**src/rtl/gpio_access_arbiter.sv**
```systemverilog
// -----------------------------------------------------------------------------
// gpio_access_arbiter
//
// Shares one GPIO output bank between NUM_REQ requesters. Each requester posts
// a masked write (valid/ready). A round-robin FSM grants one write at a time,
// merges it into the output register and then keeps the pins stable for
// HOLD_CYCLES cycles before it samples requests again.
//
// Ports
//   clk_i          clock, all logic on the rising edge
//   rst_ni         asynchronous active-low reset
//   req_valid_i    per-requester write request
//   req_ready_o    one-hot grant pulse (registered)
//   req_data_i     write data, requester i uses [i*WIDTH +: WIDTH]
//   req_mask_i     per-bit write enable, same slicing as req_data_i
//   gpio_out_o     registered output bank
//   gpio_update_o  one-cycle pulse in the cycle gpio_out_o takes a new value
//   grant_id_o     index of the last granted requester
//   busy_o         high whenever the FSM is not idle
// -----------------------------------------------------------------------------
module gpio_access_arbiter #(
   parameter int unsigned      NUM_REQ     = 4,
   parameter int unsigned      WIDTH       = 32,
   parameter int unsigned      HOLD_CYCLES = 2,
   parameter logic [WIDTH-1:0] RESET_VAL   = '0
) (
   input  logic                       clk_i,
   input  logic                       rst_ni,
   input  logic [NUM_REQ-1:0]         req_valid_i,
   output logic [NUM_REQ-1:0]         req_ready_o,
   input  logic [NUM_REQ*WIDTH-1:0]   req_data_i,
   input  logic [NUM_REQ*WIDTH-1:0]   req_mask_i,
   output logic [WIDTH-1:0]           gpio_out_o,
   output logic                       gpio_update_o,
   output logic [$clog2(NUM_REQ)-1:0] grant_id_o,
   output logic                       busy_o
);

   localparam int unsigned IDW   = $clog2(NUM_REQ);
   localparam int unsigned CNT_W = (HOLD_CYCLES > 32'd1) ? $clog2(HOLD_CYCLES) : 32'd1;
   // Terminal hold count; unused when HOLD_CYCLES is zero because HOLD is skipped.
   localparam logic [CNT_W-1:0] HOLD_LAST =
      CNT_W'((HOLD_CYCLES > 32'd0) ? (HOLD_CYCLES - 32'd1) : 32'd0);
   // Pointer starts at the last requester so requester 0 wins first.
   localparam logic [IDW-1:0]   LAST_RST  = IDW'(NUM_REQ - 32'd1);

   typedef enum logic [1:0] {
      ST_IDLE  = 2'd0,
      ST_GRANT = 2'd1,
      ST_HOLD  = 2'd2
   } state_e;

   state_e             state_q, state_d;
   logic [IDW-1:0]     last_q, last_d;
   logic [IDW-1:0]     grant_id_q, grant_id_d;
   logic [NUM_REQ-1:0] req_ready_q, req_ready_d;
   logic [WIDTH-1:0]   gpio_q, gpio_d;
   logic               gpio_update_q, gpio_update_d;
   logic [CNT_W-1:0]   hold_cnt_q, hold_cnt_d;
   logic               busy_q, busy_d;

   logic [IDW-1:0]     winner_s;
   logic               winner_vld_s;
   logic [WIDTH-1:0]   sel_data_s;
   logic [WIDTH-1:0]   sel_mask_s;
   logic               sel_valid_s;

   // Round-robin search starting just after last_q. The loop runs from the
   // lowest priority offset to the highest so the highest priority hit is
   // the one written last.
   always_comb begin
      logic [IDW-1:0] cand_s;
      cand_s   = '0;
      winner_s = '0;
      for (int i = int'(NUM_REQ); i >= 32'sd1; i--) begin
         cand_s   = IDW'((int'(last_q) + i) % int'(NUM_REQ));
         winner_s = req_valid_i[cand_s] ? cand_s : winner_s;
      end
      winner_vld_s = |req_valid_i;
   end

   // Select the data, mask and valid of the requester currently granted.
   always_comb begin
      sel_data_s = '0;
      sel_mask_s = '0;
      for (int i = 0; i < int'(NUM_REQ); i++) begin
         sel_data_s = (grant_id_q == IDW'(i)) ? req_data_i[i*WIDTH +: WIDTH] : sel_data_s;
         sel_mask_s = (grant_id_q == IDW'(i)) ? req_mask_i[i*WIDTH +: WIDTH] : sel_mask_s;
      end
      sel_valid_s = req_valid_i[grant_id_q];
   end

   // Next-state and next-output logic of the grant FSM.
   always_comb begin
      state_d       = state_q;
      last_d        = last_q;
      grant_id_d    = grant_id_q;
      req_ready_d   = '0;
      gpio_d        = gpio_q;
      gpio_update_d = 1'b0;
      hold_cnt_d    = hold_cnt_q;

      case (state_q)
         ST_IDLE: begin
            if (winner_vld_s) begin
               state_d     = ST_GRANT;
               last_d      = winner_s;
               grant_id_d  = winner_s;
               req_ready_d = {{(NUM_REQ-1){1'b0}}, 1'b1} << winner_s;
            end else begin
               state_d = ST_IDLE;
            end
         end
         ST_GRANT: begin
            // A requester that dropped valid during its grant loses the slot;
            // the pointer has already moved past it.
            if (sel_valid_s) begin
               gpio_d        = (gpio_q & ~sel_mask_s) | (sel_data_s & sel_mask_s);
               gpio_update_d = 1'b1;
               hold_cnt_d    = '0;
               if (HOLD_CYCLES == 32'd0) begin
                  state_d = ST_IDLE;
               end else begin
                  state_d = ST_HOLD;
               end
            end else begin
               state_d = ST_IDLE;
            end
         end
         ST_HOLD: begin
            if (hold_cnt_q == HOLD_LAST) begin
               state_d    = ST_IDLE;
               hold_cnt_d = '0;
            end else begin
               hold_cnt_d = hold_cnt_q + CNT_W'(1);
            end
         end
         default: begin
            state_d    = ST_IDLE;
            hold_cnt_d = '0;
         end
      endcase

      busy_d = (state_d != ST_IDLE);
   end

   // State and output registers; reset returns every output to its idle value.
   always_ff @(posedge clk_i or negedge rst_ni) begin
      if (!rst_ni) begin
         state_q       <= ST_IDLE;
         last_q        <= LAST_RST;
         grant_id_q    <= '0;
         req_ready_q   <= '0;
         gpio_q        <= RESET_VAL;
         gpio_update_q <= 1'b0;
         hold_cnt_q    <= '0;
         busy_q        <= 1'b0;
      end else begin
         state_q       <= state_d;
         last_q        <= last_d;
         grant_id_q    <= grant_id_d;
         req_ready_q   <= req_ready_d;
         gpio_q        <= gpio_d;
         gpio_update_q <= gpio_update_d;
         hold_cnt_q    <= hold_cnt_d;
         busy_q        <= busy_d;
      end
   end

   assign req_ready_o   = req_ready_q;
   assign gpio_out_o    = gpio_q;
   assign gpio_update_o = gpio_update_q;
   assign grant_id_o    = grant_id_q;
   assign busy_o        = busy_q;

endmodule

```
**config.mk**
```make
export PLATFORM = sky130hd
export DESIGN_NAME = gpio_access_arbiter
export DESIGN_NICKNAME = d
export VERILOG_FILES = /design/src/rtl/gpio_access_arbiter.sv
export SDC_FILE = /design/constraint.sdc
export NUM_CORES = 1
export LEC_CHECK = 0
export CORE_AREA = 2 2 117 119
export DETAILED_ROUTE_END_ITERATION = 6
export DIE_AREA = 0 0 119 121
export HOLD_SLACK_MARGIN = 0.1
export PLACE_DENSITY = 0.71
export SLEW_MARGIN = 25
export SYNTH_ARGS = -nofsm -noshare
export SYNTH_HDL_FRONTEND = slang
export SYNTH_SLANG_ARGS = --single-unit
export TNS_END_PERCENT = 5
```
**constraint.sdc**
```tcl
create_clock -name clk_i -period 2.74 [get_ports clk_i]
set_clock_uncertainty 0.15 [all_clocks]
set_input_delay 0.685 -clock clk_i [delete_from_list [all_inputs] [get_ports clk_i]]
set_output_delay 0.685 -clock clk_i [all_outputs]
set_load 0.02 [all_outputs]
```
Yosys cells after proc, flatten, opt, wreduce, memory -nomap -nowiden

Index checks and enable logic that the tools add are counted.
W data, S select, Z words.

Add/sub/neg operators: 5
Magnitude comparators: 5
Equal/unequal tests: 6
Shift operators: 1
Multiplexer cells: 33
Bitwise gates (word level): 5
Reductions and logical operators: 7

Operator list:

| operator              | number |
|---|---|
| $mux W32              | 8 |
| $and A32 B32 Y32      | 2 |
| $not A32 Y32          | 1 |
| $or A32 B32 Y32       | 1 |
| $lt A2 B3 Y1 const B  | 5 |
| $mux W2               | 6 |
| $bmux W1 S2           | 5 |
| $mux W1               | 10 |
| $mux W4               | 2 |
| $eq A2 B2 Y1 const B  | 3 |
| $pmux W2 S3           | 1 |
| $reduce_and A2 Y1     | 3 |
| $add A2 B1 Y2 const B | 2 |
| $add A2 B2 Y2 const B | 2 |
| $eq A2 B1 Y1 const B  | 2 |
| $logic_not A2 Y1      | 2 |
| $reduce_or A4 Y1      | 1 |
| $shl A1 B2 Y4 const A | 1 |
| $pmux W1 S3           | 1 |
| $ne A2 B2 Y1 const B  | 1 |
| $reduce_bool A2 Y1    | 1 |
| $add A1 B1 Y1 const B | 1 |
| $not A1 Y1            | 1 |

Bits in registers: 45
Input port bits: 262
Output and inout port bits: 40
Word-level logic and storage cells: 70

Depth between registers and ports, before layout

Gate-level depths: netlist (run 1).

Depth in word-level cells: 10
Gate-level depth with buffers: 6
Gate-level depth less buffers: 4

Worst setup path after synthesis (run 1)

Ideal clock, no wire load.

Path type: register to register
Start point: register grant_id_q[0] (netlist: grant_id_o[0])
End point: register with a tool-made name
Library setup time: 0.125 ns
Arrival: 1.738 ns
Data required time: 2.465 ns
Path slack: 0.727 ns
Cell stages (with the launch flop): 6
Path buffers: 3
Clock period less this slack: 2.013 ns
Cells stage by stage: dfrtp_1 -> buf_6 -> buf_6 -> buf_4 -> mux4_2 -> mux2_4

RTL lines:

| element                | line | RTL |
|---|---|---|
| start, declared        | 55   | `logic [IDW-1:0] grant_id_q, grant_id_d;` |
| start signal, assigned | 161  | `grant_id_q <= grant_id_d;` |

Worst setup path after layout (run 1)

Start point: register grant_id_q[0] (netlist: grant_id_o[0])
End point: output port grant_id_o[0]

RTL lines:

| element       | line | RTL |
|---|---|---|
| end, declared | 35   | `output logic [$clog2(NUM_REQ)-1:0] grant_id_o,` |

No word-level cell between the ends.

==> results of run 1 <==
[layer usage]
layer | vias to the layer above | wire (um) | GRT usage, % | share of wire (%)
li1 | 1513 | - | - | -
met5 | - | 0 | 0 | 0
met3 | 12 | 936 | 4.93 | 6.4
met2 | 151 | 7820 | 36.7 | 54
met4 | 0 | 221 | 4.54 | 1.5
met1 | 1696 | 5580 | 23.8 | 38
[synth_stat cells]
library cell,count
buf_2,7
buf_6,6
mux4_2,64
o21bai_1,1
o21ai_0,2
nand2_1,1
o211ai_1,1
a21o_1,3
nand3b_1,1
a211o_1,1
and2_1,1
nand2b_1,4
dfstp_2,2
mux2i_1,1
nor3_1,2
mux2_4,30
inv_1,3
o22ai_1,1
nor2_1,4
nor3b_1,1
nor2b_1,36
o311ai_0,1
a2bb2oi_4,1
clkbuf_1,2
a31o_2,1
buf_4,3
mux2_2,5
dfrtp_1,43
[layout make-up]
type                    count  area (um^2)
well taps                 176          220
clock buffers               6          129
inverters                   3         11.3
fillers                  1122         6110
clock inverters             2         10.0
multi-input cells         162         2360
flip-flops and latches     45         1130
repair buffers            307         3100
[final timing paths]
path / start / endpoint / slack [ns]
setup reg to reg: grant_id_o[0]$_DFFE_PN0N_ / flop / 0.52
max in group asynchronous: rst_ni / asynchronous set/reset pin / 1.66
hold / removal: rst_ni / asynchronous set/reset pin / 0.23
min in group clk_i: flop / flop / 0.36
setup / recovery: grant_id_o[0]$_DFFE_PN0N_ / grant_id_o[0] / 0.32
hold reg to reg: flop / flop / 0.36
[power breakdown]
| group | switching, W | internal [W] |
|---|---|---|
| Sequential | 0.000275 | 0.00102 |
| Clock | 0.000252 | 0.000335 |
| Combinational | 0.00156 | 0.00242 |
| Total | 0.00208 | 0.00377 |
[per-stage QoR]
step	util (%)	power (W)	cells
final	53.3	0.00585	701
after global routing	53.3	0.00621	701
after CTS	53.3	0.00595	701
after detailed placement	52.2	0.00533	693
after global placement	52.2	0.00527	693
after floorplan	-	0.00390	228
[logic make-up (layout without fill, tap and decap cells)]
group,count (synthesis),in the layout,share of synthesized area (%)
buffers and inverters,21,318,3.96
multiplexers,100,100,53.8
AND/OR/NAND/NOR,50,50,8.26
flip-flops,45,45,31.0
AO/OA/AOI/OAI,12,12,2.92
[cell usage in the layout (no fill, tap or decap)]
cell             netlist  layout
mux2i_1                1       1
buf_4                  3       2
mux4_2                64      64
a21o_1                 3       3
clkbuf_16              0       5
inv_1                  3       3
clkbuf_1               2       1
dfrtp_4                0       1
dfrtp_2                0       1
nand2_1                1       1
o21ai_0                2       2
nor3b_1                1       1
o311ai_0               1       1
and2_1                 1       1
nor2_1                 4       4
nand2b_1               4       4
buf_12                 0       4
dfstp_2                2       2
dfrtp_1               43      41
nand3b_1               1       1
o211ai_1               1       1
a31o_2                 1       1
o21bai_1               1       1
mux2_2                 5       5
clkdlybuf4s50_1        0     300
clkinv_2               0       2
nor2b_1               36      36
mux2_4                30      30
nor3_1                 2       2
o22ai_1                1       1
buf_2                  7       1
a2bb2oi_4              1       1
a211o_1                1       1
==> reports/metrics.yaml, run 1 <==
status: "completed"
timing.final.crit_share_pct: 88.3
ant_nets: 0
grt_pass1_vias: 3754
clkTransAtPathRegs_ns: 0.06
gr-usage-all-layers_pct: 20.1
drt_pass1_iterations: 6
required_ns: 1.90
synth_top_area_share_pct: 39.6
syn_inst: 228
layout-drive-gt1-share_pct: 22.7
cts.repair.resized: 0
worst_setup_path_end_kind: "output pin"
h-tree-depth: 2
power_leakage_nw: 2.63
synth.ff_latch_count: 45
cpMaxStageDelayCell: "clkdlybuf4s50_1"
drv_slew: 0
relSlewSlack_pct: 43.9
path_max_fanout: 17
fp.dieW_um: 119
startpoint_type: "flop"
ioPinCount: 302
final_area_mm2: 0.00697
hp-class: "input port to asynchronous set/reset pin"
drt_wl_total_um: 14600
finalHoldWorstSlack_ns: 0.234
worst-r2r-cell-count: 4
ir_worst_vdd_mv: 0.581
drtIter0Drc: 102
synth.area.top_cells: "mux4_2 40%, dfrtp_1 30%, mux2_4 12%, nor2b_1 6.2%, buf_6 1.9%"
path_delay_family: "buffers and inverters"
clk_latency_ns: 0.28
syn_nets: 490
fp.coreArea_mm2: 0.0131
cts.sinks: 45
yosysWarnings: 0
cts_hold_buf: 0
hold_viol_final: 0
dp_slack_ns: 0.159
worst-path-buf-inv: 1
path_class: "flop to output pin"
cp_cell_sequence: "clkdlybuf4s50_1"
numCtsBuffers: 5
route.detailed.wl_per_inst_um: 20.8
cts_max_path_buffers: 2
die_y_um: 121
place_congestion: 0.919
worst_slew_pin_slew_ns: 0.830
grt_pass1_wl_um: 22000
syn_to_final_growth_pct: 91.7
postCtsSetupBuffers: 0
placed_area_mm2: 0.00683
cp.depth: 1
place_hpwl_um: 12100
cap_violations: 0
num_vias: 3372
seq_area_frac_synth_pct: 31.0
critical-path-max-stage-delay_ns: 0.68
yosys.cell_types.count: 28
core.rowCount: 42
fmax_mhz: 413
setup_viol: 0
avgSynthCellArea_um2: 16.0
avgViaCountPerCell: 4.81
worst_slack_ns: 0.320
p_per_area_mw_per_mm2: 839
tns_ns: 0
root_buffer: "clkbuf_16"
min_period_ns: 2.42
yosys.area.top_type: "mux4_2"
antenna_found_initial: 0
fp.dieArea_mm2: 0.0144
final_nets: 786
overflow: 0
grt_max_degree: 35
io_buffers: 301
worstPathArrival_ns: 1.58
grt_setup_unrepaired: "no"
synthesis.area_mm2: 0.00364
start_util_pct: 27.8
n_antenna_cell: 0
drc_errors: 0
cts_tree: "built"
Power figures use the tool's default switching activity.
==> run 2, diff against run 1 <==
--- a/config.mk
+++ b/config.mk
@@ -9,7 +9,7 @@
 export DETAILED_ROUTE_END_ITERATION = 6
 export DIE_AREA = 0 0 119 121
 export HOLD_SLACK_MARGIN = 0.1
-export PLACE_DENSITY = 0.71
+export PLACE_DENSITY = 0.75
 export SLEW_MARGIN = 25
 export SYNTH_ARGS = -nofsm -noshare
 export SYNTH_HDL_FRONTEND = slang
==> reports/metrics.yaml, run 2 (synthesis results as in run 1) <==
status: "completed"
drt_wl_total_um: 14100
cts.repair.resized: 0
start_util_pct: 27.8
cpMaxStageDelayCell: "clkdlybuf4s50_1"
min_period_ns: 2.31
required_ns: 2.76
critical-path-max-stage-delay_ns: 0.49
drtIter0Drc: 125
overflow: 0
final_common_cell: "clkdlybuf4s50_1"
ir_worst_vdd_mv: 0.640
antenna_found_initial: 0
worstPathArrival_ns: 2.33
postCtsSetupBuffers: 0
place_hpwl_um: 11600
ant_nets: 0
n_antenna_cell: 0
hp-class: "input port to asynchronous set/reset pin"
worst-r2r-cell-count: 6
grt_pass1_wl_um: 21200
hold_viol_final: 0
grt_setup_unrepaired: "no"
cts.sinks: 45
grt_pass1_vias: 3821
cp_cell_sequence: "clkdlybuf4s50_1 > mux2i_1 > a2bb2oi_4 > buf_12 > nor2b_1 > mux2_4"
fmax_mhz: 433
h-tree-depth: 2
drt_pass1_iterations: 4
startpoint_type: "input port"
ioPinCount: 302
cts_tree: "built"
clk_latency_ns: 0.28
place_congestion: 0.853
p_total_w: 0.00593
path_class: "input port to flop"
fp.coreArea_mm2: 0.0131
fp.dieArea_mm2: 0.0144
cts_max_path_buffers: 2
fp.dieW_um: 119
tns_ns: 0
gr-usage-all-layers_pct: 19.2
num_vias: 3396
root_buffer: "clkbuf_16"
setup_viol: 0
relSlewSlack_pct: 40.6
power_leakage_nw: 2.64
grt_max_degree: 37
drv_slew: 0
cap_violations: 0
cts_hold_buf: 0
final_cell_mix: "300 x clkdlybuf4s50_1, 64 x mux4_2, 41 x dfrtp_1"
layout-drive-gt1-share_pct: 22.7
final_nets: 786
p_per_area_mw_per_mm2: 848
numCtsBuffers: 5
r2r_slack_ns: 0.55
timing.final.crit_share_pct: 84.3
worst_setup_path_end_kind: "flop"
reg2reg_from: "grant_id_o[0]$_DFFE_PN0N_"
route.detailed.wl_per_inst_um: 20.1
io_buffers: 301
core.rowCount: 42
path_max_fanout: 34
die_y_um: 121
worst_slew_pin_slew_ns: 0.880
syn_to_final_growth_pct: 92.4
clkTransAtPathRegs_ns: 0.07
avgViaCountPerCell: 4.84
drc_errors: 0
[run 2: cell types whose count changed in the layout (fill, tap and decap cells not counted)]
cell,previous run,this run
bufinv_16,0,1
clkinv_2,2,1
[run 2: area by class of cell]
cell class	instances	area (um^2)
clock inverter	2	35.0
tap	176	220
clock buffer	6	129
fill	1084	6090
sequential	45	1130
timing repair buffer	307	3100
multi-input combinational	162	2360
inverter	3	11.3
[run 2: worst max-delay path by stage]
| stage | slack (ns) | end | cells past startpoint | startpoint |
|---|---|---|---|---|
| finish | 0.43 | flop | 6 | req_valid_i[3] |
| global route | 0.25 | grant_id_o[0]$_DFFE_PN0N_ | 4 | req_valid_i[3] |
| CTS | 0.45 | flop | 6 | req_valid_i[3] |
| detailed placement | 0.15 | flop | 6 | req_valid_i[3] |
| global placement | 0.20 | flop | 6 | req_valid_i[3] |
| floorplan | 0.73 | flop | 5 | grant_id_o[0]$_DFFE_PN0N_ |
[run 2: power breakdown]
group / total [W] / internal [W] / switching [W]
logic: 0.00401 / 0.00241 / 0.00159
registers: 0.00124 / 0.00102 / 0.000226
clock network: 0.000683 / 0.000429 / 0.000253
total: 0.00593 / 0.00386 / 0.00207
[run 2: critical path, delay by kind of cell]
kind / cells / cell delay (ns)
multiplexers: 2 / 0.63
AO/OA/AOI/OAI: 1 / 0.18
AND/OR/NAND/NOR: 1 / 0.10
buffers and inverters: 2 / 0.69
[run 2: through the flow]
step	std cells	hold slack [ns]	instance area (um^2)	util (%)	worst slack, ns
floorplan	228	0.239	3640	-	0.727
global placement	693	0.342	6830	52.2	0.204
detailed placement	693	0.342	6830	52.2	0.147
CTS	701	0.258	7000	53.5	0.448
global route	701	0.294	7000	53.5	0.249
finish	701	0.243	7000	53.5	0.429
[run 2: per-layer routing]
layer  global-route usage, %  up-vias  wire [um]
met4                    5.28        0        286
met1                    22.3     1723       5290
li1                        -     1510          -
met2                    35.4      143       7640
met3                    4.61       20        848
met5                       0        -          0
==> run 3, diff against run 2 <==
--- a/config.mk
+++ b/config.mk
@@ -9,7 +9,7 @@
 export DETAILED_ROUTE_END_ITERATION = 6
 export DIE_AREA = 0 0 119 121
 export HOLD_SLACK_MARGIN = 0.1
-export PLACE_DENSITY = 0.75
+export PLACE_DENSITY = 0.78
 export SLEW_MARGIN = 25
 export SYNTH_ARGS = -nofsm -noshare
 export SYNTH_HDL_FRONTEND = slang
==> constraint.sdc (replaced) <==
create_clock -name clk_i -period 1.9 [get_ports clk_i]
set_clock_uncertainty 0.15 [all_clocks]
set_input_delay 0.475 -clock clk_i [delete_from_list [all_inputs] [get_ports clk_i]]
set_output_delay 0.475 -clock clk_i [all_outputs]
set_load 0.02 [all_outputs]
==> reports/metrics.yaml, run 3 (synthesis results as in run 1) <==
drt_pass1_iterations: 4
start_util_pct: 27.8
num_vias: 3596
clk_latency_ns: 0.28
cpMaxStageDelayCell: "mux4_2"
fp.coreArea_mm2: 0.0131
syn_to_final_growth_pct: 105
gr-usage-all-layers_pct: 19.5
worst-r2r-cell-count: 5
worst-path-buf-inv: 2
layout-drive-gt1-share_pct: 33.8
antenna_found_initial: 2
grt_pass1_vias: 4108
reg2reg_from: "grant_id_o[0]$_DFFE_PN0N_"
grt_setup_unrepaired: "yes"
worst_slack_ns: -0.108
root_buffer: "clkbuf_16"
power_leakage_nw: 3.02
hold_viol_final: 0
numCtsBuffers: 5
cp.depth: 5
grt_max_degree: 26
fp.dieW_um: 119
path_delay_family: "multiplexers"
worst_slew_pin_slew_ns: 0.448
drc_errors: 0
dp_slack_ns: -0.376
route.detailed.wl_per_inst_um: 19.6
fmax_mhz: 498
drtIter0Drc: 102
status: "finished, violations left"
final_area_mm2: 0.00746
place_hpwl_um: 11900
worstPathArrival_ns: 2.03
h-tree-depth: 2
cp_cell_sequence: "buf_4 > buf_12 > mux4_2 > nor2b_2 > mux2_4"
required_ns: 1.92
dp.cells: 712
ant_nets: 0
p_total_w: 0.00919
drt_wl_total_um: 14400
core.rowCount: 42
fp.dieArea_mm2: 0.0144
cap_violations: 0
cts_tree: "built"
die_y_um: 121
grt_pass1_wl_um: 21700
cts_max_path_buffers: 2
final_common_cell: "clkdlybuf4s50_1"
path_class: "flop to flop"
path_max_fanout: 17
drv_slew: 0
r2r_slack_ns: -0.11
post-route-util_pct: 57.0
avgViaCountPerCell: 4.90
stdcell_count: 734
place_congestion: 0.810
ioPinCount: 302
violations: "setup timing"
io_buffers: 301
whs_path_depth: 1
setup_viol: 32
p_per_area_mw_per_mm2: 1230
ir_worst_vdd_mv: 0.617
relSlewSlack_pct: 69.7
placed_area_mm2: 0.00703
cts.sinks: 45
crit_start: "grant_id_o[0]$_DFFE_PN0N_"
final_nets: 818
startpoint_type: "flop"
critical-path-max-stage-delay_ns: 0.54
timing.final.crit_share_pct: 106
overflow: 0
worst_setup_path_end_kind: "flop"
min_period_ns: 2.01
final_cell_mix: "268 x clkdlybuf4s50_1, 64 x mux4_2, 41 x dfrtp_1"
hp-class: "flop to flop"
clkTransAtPathRegs_ns: 0.07
[run 3: cell types whose count changed in the layout (fill, tap and decap cells not counted), sizes merged]
cell / change
buf: +32
bufinv: -1
clkinv: -1
dlygate4sd2: +20
clkinvlp: +3
dlymetal6s2s: +11
clkbuf: -1
dlygate4sd3: +1
diode: +1
clkdlybuf4s50: -32
[run 3: cell type report]
cell class	instances	area, um^2
Tap cell	176	220
Fill cell	1076	5630
Multi-Input combinational cell	162	2510
Inverter	3	11.3
Timing Repair Buffer	339	3440
Sequential cell	45	1130
Clock buffer	5	125
Clock inverter	3	22.5
Antenna cell	1	2.50
[run 3: worst min-delay path by stage]
stage               startpoint                         end  slack (ns)
CTS                       flop                        flop        0.37
detailed placement      rst_ni  asynchronous set/reset pin        0.29
floorplan               rst_ni  asynchronous set/reset pin        0.03
global route              flop                        flop        0.38
global placement        rst_ni  asynchronous set/reset pin        0.28
finish                    flop                        flop        0.36
[run 3: repair_timing]
item | in CTS | in global routing
pin swaps | 2 | 0
setup buffers | 9 | 3
gates resized for setup | 49 | 38
setup endpoints to repair | 59 | 47
cloned | 0 | 0
hold buffers | 1 | 0
endpoints found under the hold margin | 15 | 0
[run 3: metrics by stage]
step	hold WS [ns]	TNS, ns
2_1_floorplan	0.0294	-0.273
3_5_place_dp	0.288	-14.34
3_3_place_gp	0.277	-13.35
4_1_cts	0.365	-3.52
6_report	0.360	-2.42
5_1_grt	0.375	-4.07
[run 3: report_power, final]
part	leakage, nW	internal, W	switching, W	total (W)
Clock	0.0621	0.000488	0.000391	0.000879
Sequential	0.542	0.00146	0.000334	0.00180
Combinational	2.42	0.00400	0.00252	0.00652
Total	3.02	0.00595	0.00324	0.00919
[run 3: layer usage]
layer	global-route usage, %	wire length, um	vias to the layer above
met3	5.31	1070	32
met1	21.0	5090	1788
li1	-	-	1583
met4	5.06	327	2
met5	0	16	-
met2	37.5	7840	191
